===== src/rtl/sync_fifo_pkg.sv =====
`default_nettype none
// ============================================================================
//  Module   : sync_fifo_pkg
//  Purpose  : Shared constants, the flag bundle type and elaboration helpers
//             for the single-clock FIFO.
//  Contents : DEF_N, DEF_DEPTH   default data width / depth
//             fifo_flags_t        registered status flags
//             is_pow2()           DEPTH legality check
//             cnt_width()         width of the occupancy counter
//  Revision : 1.0  initial release
// ============================================================================
package sync_fifo_pkg;

  localparam int DEF_N     = 8;
  localparam int DEF_DEPTH = 16;

  // All status flags are registered together so they always agree with
  // the registered fill count.
  typedef struct packed {
    logic full;
    logic empty;
    logic afull;
    logic aempty;
  } fifo_flags_t;

  function automatic bit is_pow2(input int v);
    return (v >= 2) && ((v & (v - 1)) == 0);
  endfunction

  // The count must represent 0..DEPTH inclusive, one bit wider than a pointer.
  function automatic int cnt_width(input int depth);
    return $clog2(depth) + 1;
  endfunction

endpackage : sync_fifo_pkg
`default_nettype wire


===== src/rtl/sync_fifo_mem.sv =====
`default_nettype none
// ============================================================================
//  Module   : sync_fifo_mem
//  Purpose  : Simple dual-port storage for sync_fifo: one synchronous write
//             port and one asynchronous read port. Contents are not reset.
//  Ports    : clk      clock
//             i_we     write enable
//             i_waddr  write address
//             i_wdata  write data
//             i_raddr  read address
//             o_rdata  read data (combinational from i_raddr)
//  Revision : 1.0  initial release
// ============================================================================
module sync_fifo_mem #(
  parameter int N     = 8,
  parameter int DEPTH = 16,
  parameter int AW    = $clog2(DEPTH)
) (
  input  logic          clk,
  input  logic          i_we,
  input  logic [AW-1:0] i_waddr,
  input  logic [N-1:0]  i_wdata,
  input  logic [AW-1:0] i_raddr,
  output logic [N-1:0]  o_rdata
);

  logic [N-1:0] r_mem [DEPTH];

  always_ff @(posedge clk) begin
    if (i_we) begin
      r_mem[i_waddr] <= i_wdata;
    end
  end

  // Read happens before the write edge lands, so a simultaneous read and
  // write of the same slot (full FIFO) returns the old word.
  assign o_rdata = r_mem[i_raddr];

endmodule : sync_fifo_mem
`default_nettype wire


===== src/rtl/sync_fifo.sv =====
`default_nettype none
// ============================================================================
//  Module   : sync_fifo
//  Purpose  : Parametrised single-clock FIFO with occupancy count,
//             almost-full/almost-empty thresholds and sticky error flags.
//  Config   : FIFO_FWFT_EN  defined   -> first-word-fall-through read
//                           undefined -> registered read, data one cycle
//                                        after the accepted rd_en
//  Ports    : clk, rst (async, active-high)
//             wr_en/wr_data          write side
//             rd_en/rd_data/rd_valid read side
//             fifo_Full/fifo_Empty/almost_full/almost_empty  status
//             fill_count             occupancy 0..DEPTH
//             overflow/underflow     sticky errors, cleared by err_clr
//  Revision : 1.0  initial release
// ============================================================================
module sync_fifo
  import sync_fifo_pkg::*;
#(
  parameter int N        = DEF_N,
  parameter int DEPTH    = DEF_DEPTH,
  parameter int AF_LEVEL = DEPTH - 2,
  parameter int AE_LEVEL = 2
) (
  input  logic                     clk,
  input  logic                     rst,
  input  logic                     wr_en,
  input  logic [N-1:0]             wr_data,
  input  logic                     rd_en,
  output logic [N-1:0]             rd_data,
  output logic                     rd_valid,
  output logic                     fifo_Full,
  output logic                     fifo_Empty,
  output logic                     almost_full,
  output logic                     almost_empty,
  output logic [$clog2(DEPTH):0]   fill_count,
  output logic                     overflow,
  output logic                     underflow,
  input  logic                     err_clr
);

  localparam int AW = $clog2(DEPTH);
  localparam int CW = cnt_width(DEPTH);

  localparam logic [CW-1:0] c_DEPTH    = CW'(DEPTH);
  localparam logic [CW-1:0] c_AF_LEVEL = CW'(AF_LEVEL);
  localparam logic [CW-1:0] c_AE_LEVEL = CW'(AE_LEVEL);

  if (!is_pow2(DEPTH)) begin : g_depth_check
    $fatal(1, "sync_fifo: DEPTH must be a power of two and at least 2");
  end

  logic [AW-1:0] r_wr_ptr;
  logic [AW-1:0] r_rd_ptr;
  logic [CW-1:0] r_cnt;
  fifo_flags_t   r_flags;
  logic          r_ovf;
  logic          r_udf;

  logic          w_rd_acc;
  logic          w_wr_acc;
  logic [CW-1:0] w_cnt_nxt;
  fifo_flags_t   w_flags_nxt;
  logic [N-1:0]  w_mem_rdata;

  // A full FIFO can still take a write when a read frees a slot this cycle.
  assign w_rd_acc = rd_en & ~r_flags.empty;
  assign w_wr_acc = wr_en & (~r_flags.full | w_rd_acc);

  always_comb begin
    w_cnt_nxt = r_cnt;
    if (w_wr_acc && !w_rd_acc) begin
      w_cnt_nxt = r_cnt + 1'b1;
    end else if (!w_wr_acc && w_rd_acc) begin
      w_cnt_nxt = r_cnt - 1'b1;
    end
  end

  always_comb begin
    w_flags_nxt        = '0;
    w_flags_nxt.full   = (w_cnt_nxt == c_DEPTH);
    w_flags_nxt.empty  = (w_cnt_nxt == '0);
    w_flags_nxt.afull  = (w_cnt_nxt >= c_AF_LEVEL);
    w_flags_nxt.aempty = (w_cnt_nxt <= c_AE_LEVEL);
  end

  always_ff @(posedge clk or posedge rst) begin
    if (rst) begin
      r_wr_ptr <= '0;
      r_rd_ptr <= '0;
      r_cnt    <= '0;
      r_flags  <= '{full: 1'b0, empty: 1'b1, afull: 1'b0, aempty: 1'b1};
      r_ovf    <= 1'b0;
      r_udf    <= 1'b0;
    end else begin
      if (w_wr_acc) begin
        r_wr_ptr <= r_wr_ptr + 1'b1;
      end
      if (w_rd_acc) begin
        r_rd_ptr <= r_rd_ptr + 1'b1;
      end
      r_cnt   <= w_cnt_nxt;
      r_flags <= w_flags_nxt;
      // A new error in the same cycle as err_clr wins over the clear.
      r_ovf   <= (wr_en & ~w_wr_acc)      | (r_ovf & ~err_clr);
      r_udf   <= (rd_en & r_flags.empty)  | (r_udf & ~err_clr);
    end
  end

  sync_fifo_mem #(
    .N     (N),
    .DEPTH (DEPTH),
    .AW    (AW)
  ) u_mem (
    .clk     (clk),
    .i_we    (w_wr_acc),
    .i_waddr (r_wr_ptr),
    .i_wdata (wr_data),
    .i_raddr (r_rd_ptr),
    .o_rdata (w_mem_rdata)
  );

`ifdef FIFO_FWFT_EN
  // Head word is shown directly; forced to zero while empty so the output
  // never exposes stale or uninitialised storage.
  assign rd_valid = ~r_flags.empty;
  assign rd_data  = r_flags.empty ? '0 : w_mem_rdata;
`else
  logic [N-1:0] r_rd_data;
  logic         r_rd_valid;

  always_ff @(posedge clk or posedge rst) begin
    if (rst) begin
      r_rd_data  <= '0;
      r_rd_valid <= 1'b0;
    end else begin
      r_rd_valid <= w_rd_acc;
      if (w_rd_acc) begin
        r_rd_data <= w_mem_rdata;
      end
    end
  end

  assign rd_valid = r_rd_valid;
  assign rd_data  = r_rd_data;
`endif

  assign fifo_Full    = r_flags.full;
  assign fifo_Empty   = r_flags.empty;
  assign almost_full  = r_flags.afull;
  assign almost_empty = r_flags.aempty;
  assign fill_count   = r_cnt;
  assign overflow     = r_ovf;
  assign underflow    = r_udf;

endmodule : sync_fifo
`default_nettype wire


===== config.mk =====
export PLATFORM = sky130hd
export DESIGN_NAME = sync_fifo
export DESIGN_NICKNAME = d
export VERILOG_FILES = /design/src/rtl/sync_fifo_pkg.sv /design/src/rtl/sync_fifo_mem.sv /design/src/rtl/sync_fifo.sv
export SDC_FILE = /design/constraint.sdc
export NUM_CORES = 1
export LEC_CHECK = 0
export ABC_AREA = 1
export BUFFER_PORTS_ARGS = -buffer_cell sky130_fd_sc_hd__buf_2
export CORE_UTILIZATION = 35
export CTS_CLUSTER_DIAMETER = 80
export CTS_CLUSTER_SIZE = 16
export DETAILED_ROUTE_END_ITERATION = 6
export PLACE_DENSITY = 0.52
export RECOVER_POWER = 100
export SLEW_MARGIN = 20
export SYNTH_ARGS = -nofsm -noshare
export SYNTH_HDL_FRONTEND = slang
export SYNTH_SLANG_ARGS = --single-unit
export TNS_END_PERCENT = 5

===== constraint.sdc =====
create_clock -name clk -period 1.6 [get_ports clk]
set_input_delay 0.32 -clock clk [delete_from_list [all_inputs] [get_ports clk]]
set_output_delay 0.32 -clock clk [all_outputs]
set_load 0.01 [all_outputs]

### Word-level counts from Yosys, hierarchy flattened

Memory sizes are Yosys's and may differ from the RTL's. A register that Yosys moved wholly into a read port is not among the register bits.
Index checks and enable logic that the tools add are counted.

* add/subtract/negate cells: 4
* $mul: 0
* divide/modulo/power cells: 0
* magnitude comparators: 2
* eq/ne operators: 1
* shift-type cells: 0
* mux-type cells: 4
* bitwise logic cells: 13
* reductions and logical operators: 5

Operators by type and width (count)
* 5-bit 2-to-1 mux: 2
* 4-bit by 1-bit adder with 4-bit output (second input constant): 2
* 1-bit AND: 6
* 5-bit by 1-bit adder with 5-bit output (second input constant): 1
* 5-bit equality test (second input constant): 1
* 5-bit by 4-bit >= comparator with 1-bit output (second input constant): 1
* 5-bit by 2-bit <= comparator with 1-bit output (second input constant): 1
* 5-bit logical NOT: 1
* 5-bit by 1-bit subtractor with 5-bit output (second input constant): 1
* 1-bit inverter: 4
* 1-bit bitwise OR: 3
* 1-bit logical AND: 2
* 1-bit logical NOT: 2
* 1-bit 2-to-1 mux: 2

* register bits after elaboration: 20
* latch bits: 0
* RAM bits: 128
* bits in read-only memories: 0
* output and inout bits: 20
* memories: 1

Memory list
* u_mem.r_mem: words 16, width 8, rd ports 1, clocked after memory_dff 1, write ports 1, line sync_fifo_mem.sv:27 `logic [N-1:0] r_mem [DEPTH];`

### Logic depth before layout (Yosys ltp)

* word-level depth: 9
* depth in mapped cells: 10
* gate-level depth less buffers: 10

### Modules after synthesis

Synthesis repeated with hierarchy kept, for this count alone.

* cells, all modules: 698
* area total of the unflattened synthesis: 6935.4 um^2

By module, submodules not included
* sync_fifo_mem: times used 1, cells an instance 543, area an instance 5606.6 um^2, seq. area each 3843.7 um^2
* sync_fifo: times used 1, cells an instance 155, area an instance 1328.8 um^2, seq. area each 703.2 um^2

### Least setup slack after synthesis

No wires, ideal clock.

* path type: register to register
* start point: register r_flags, in the netlist fifo_Empty
* end point: memory u_mem.r_mem[11][0], enable pin
* library setup time: 0.370 ns
* arrival time: 1.277 ns
* data required time: 1.230 ns
* setup slack: -0.047 ns
* cell stages (with the launch flop): 6
* buffers on the path: 0
* clock period less this slack: 1.647 ns
* cells stage by stage: dfstp_2 inv_2 nand2_4 a21oi_4 nand2_1 nor2_1

* longest elaborated chain between the ends: 6

RTL lines
* start, declared: line sync_fifo.sv:56 `fifo_flags_t r_flags;`
* start signal, assigned: line sync_fifo.sv:92 `r_flags <= '{full: 1'b0, empty: 1'b1, afull: 1'b0, aempty: 1'b1};`
* start signal, assigned: line sync_fifo.sv:103 `r_flags <= w_flags_nxt;`
* 1-bit inverter: line sync_fifo.sv:67 `assign w_rd_acc = rd_en & ~r_flags.empty;`
* 1-bit AND: line sync_fifo.sv:67
* 1-bit bitwise OR: line sync_fifo.sv:68 `assign w_wr_acc = wr_en & (~r_flags.full | w_rd_acc);`
* 1-bit AND: line sync_fifo.sv:68
* 1-bit 2-to-1 mux: line sync_fifo_mem.sv:30 `if (i_we) begin`
* 1-bit 2-to-1 mux (not written as such): line sync_fifo_mem.sv:31 `r_mem[i_waddr] <= i_wdata;`
* end, declared: line sync_fifo_mem.sv:27

No other way between the ends.

### Final worst setup path

* start point: register r_flags, in the netlist fifo_Empty
* end point: output fifo_Empty

RTL lines
* end, declared: line sync_fifo.sv:33 `output logic fifo_Empty,`

No word-level cell between the ends.

==> qor.yml <==
status:
  status: "complete, but fails checks"
  violations: "design-rule violations"
sta:
  drv_slew: 0
  whs_ns: 0.115
  worst_pin_slew_ns: 1.07
  period_share: 0.963
  finalSetupViolCount: 0
  period_minus_slack_ns: 1.54
  max_slew_margin: 0.290
  fin_worst_skew_ns: 0.00894
  report.final.hold_viol_count: 0
  tns_ns: 0
  rsz0062_at_grt: "yes"
  fmax_mhz: 649
logic_synthesis:
  synth.cell_area_um2: 6530
  synth_nets: 589
  ys_seq_area_frac: 0.696
  ys_types: 33
  synth_area_per_cell_um2: 11.5
  ys_ff_latch: 156
  synthCells: 569
  yosys_warnings: 0
critical_path:
  cp_top_family: "flip-flops"
  cp.depth: 2
  critPathMaxFanout: 2
  slowest_delay_ns: 0.53
  end_kind: "primary output"
  critPathBufInv: 2
  cpMaxStageDelayCell: "dfstp_2"
  arrival_ns: 1.22
  reg2regPathDepth: 6
  cp_cell_sequence: "buf_4 -> clkbuf_1"
  path_class: "reg -> out"
  required_ns: 1.28
  startpoint_type: "flip-flop"
detailed_routing:
  vias: 4303
  vias_per_cell: 4.94
  drtIter0Drc: 422
  wl_um: 15700
  ant_nets: 0
  route.detailed.drc: 5
  wl_per_cell_um: 18.1
  dr.pass1.iters: 7
global_route:
  grt_max_degree: 43
  first_global_vias: 4328
  grt_pass1_wl_um: 23900
  grtUsageTotal: 0.172
  antenna_found_initial: 0
  overflow: 0
floorplanning:
  die_area_um2: 19200
  die_y_um: 139
  io-pin-count: 33
  core_area_um2: 18100
  fp.dieW_um: 139
  fp-row-count: 49
  start_util: 0.360
place:
  dpl.hpwl_um: 10500
  port_buffers: 32
  gp_congestion: 0.870
  dp.cells: 837
  place_area_um2: 7130
hold_path:
  holdPathStages: 2
  hp-class: "in -> reg"
power:
  p_sw_frac: 0.357
  power_w: 0.0140
  internal_power_w: 0.00898
  pwr-share-clk: 0.281
  p_leak_nw: 2.98
  comb_power_share: 0.329
  switchingPower_w: 0.00498
  power_frac_seq: 0.390
  peakVddDrop_uv: 802
  power_density_nw_per_um2: 1810
final_layout:
  fillers: 1690
  fin_area_um2: 7700
  finalNonFillerCells: 871
  layout_commonest_cell: "nand2_1"
  antenna_cells: 0
  drive_above_1_share: 0.137
  nNetsFinal: 649
  syn_to_final_growth_pct: 17.9
  layout_common_cells: "nand2_1, edfxtp_1, nand3_1"
cts:
  post_cts_buffers: 0
  clk_latency_ns: 0.43
  cts_max_level: 4
  numCtsBuffers: 17
  cts_buffer_depth: 2
  cts_tree: "done"
  numClockSinks: 156
  cts_root_buf: "clkbuf_16"
  clk_pin_slew_ns: 0.06
flow_run:
  maxCapViolCount: 0
==> synthesized netlist by cell type (all sizes together) <==
| library cell | n | area, um^2 |
|---|---|---|
| inv | 23 | 86.3 |
| o21ai | 3 | 18.8 |
| nand2 | 199 | 767 |
| clkinv | 1 | 3.75 |
| edfxtp | 128 | 3840 |
| or2 | 1 | 6.26 |
| xor2 | 8 | 70.1 |
| a21oi | 11 | 66.3 |
| o22ai | 1 | 6.26 |
| dfstp | 2 | 52.6 |
| nand3 | 82 | 428 |
| nor2 | 25 | 114 |
| a21boi | 10 | 75.1 |
| clkbuf | 4 | 15.0 |
| nand4 | 2 | 12.5 |
| buf | 22 | 120 |
| xnor2 | 2 | 17.5 |
| o211ai | 10 | 75.1 |
| ha | 7 | 87.6 |
| nor3 | 1 | 5.00 |
| o32ai | 1 | 8.76 |
| dfrtp | 26 | 651 |
==> layout make-up <==
class                   count  area (um^2)  share of cell area
well taps                 229          287              0.0372
clock inverters            10          128              0.0166
multi-input cells         363         1760               0.229
clock buffers              22          444              0.0577
repair buffers             67          434              0.0564
flip-flops and latches    156         4550               0.591
inverters                  24         95.1              0.0124
==> sequential cells by signal, summed over array words and instances, names as in the netlist, 4 cells and up <==
register     count
fill_count       5
r_rd_ptr         4
u_mem.r_mem    128
rd_data          8
r_wr_ptr         4
==> logic make-up (layout without fill, tap and decap cells) <==
group | after synthesis | after routing | share of synthesized area
adder cells (fa/ha/maj) | 7 | 7 | 0.0134
flip-flops | 156 | 156 | 0.696
buffers and inverters | 50 | 123 | 0.0345
XOR/XNOR | 10 | 10 | 0.0134
AO/OA/AOI/OAI | 36 | 36 | 0.0383
AND/OR/NAND/NOR | 310 | 310 | 0.204
==> per-layer routing <==
layer | vias up | track usage | wire length, um
li1 | 2066 | - | -
met1 | 2110 | 0.213 | 6890
met2 | 106 | 0.296 | 7880
met3 | 21 | 0.0304 | 634
met4 | 0 | 0.0710 | 325
met5 | - | 0 | 0
==> power groups by stage <==
stage	registers [W]	logic (W)	clock network (W)
after floorplan	0.00543	0.00304	0
after global placement	0.00549	0.00451	0
after detailed placement	0.00550	0.00457	0
after CTS	0.00543	0.00459	0.00398
after global routing	0.00551	0.00509	0.00414
final	0.00545	0.00459	0.00392
==> per-stage QoR <==
stage                     setup WS [ns]   util
after floorplan                 -0.0474      -
after global placement          0.00899  0.393
after detailed placement       -0.00102  0.393
after CTS                        0.0173  0.425
after global routing            -0.0293  0.424
final                            0.0586  0.424
==> worst paths after layout <==
| kind | from | end | slack [ns] |
|---|---|---|---|
| max reg2reg | fifo_Empty$_DFF_PP1_ | u_mem.r_mem[3][6]$_DFFE_PP_ | 0.07 |
| max in group asynchronous | rst | r_rd_ptr[0]$_DFFE_PP0P_ | 0.42 |
| min | err_clr | overflow$_DFF_PP0_ | 0.12 |
| min in group asynchronous | rst | r_wr_ptr[3]$_DFFE_PP0P_ | 0.65 |
| max | fifo_Empty$_DFF_PP1_ | fifo_Empty | 0.06 |
| min reg2reg | rd_data[1]$_DFFE_PP0P_ | rd_data[1]$_DFFE_PP0P_ | 0.47 |
==> repair_timing <==
action,in CTS,in global routing
setup endpoints to repair,0,74
resized for setup,0,9
endpoints found under the hold margin,26,0
hold buffers,1,0
(Power assumes the default switching activity.)
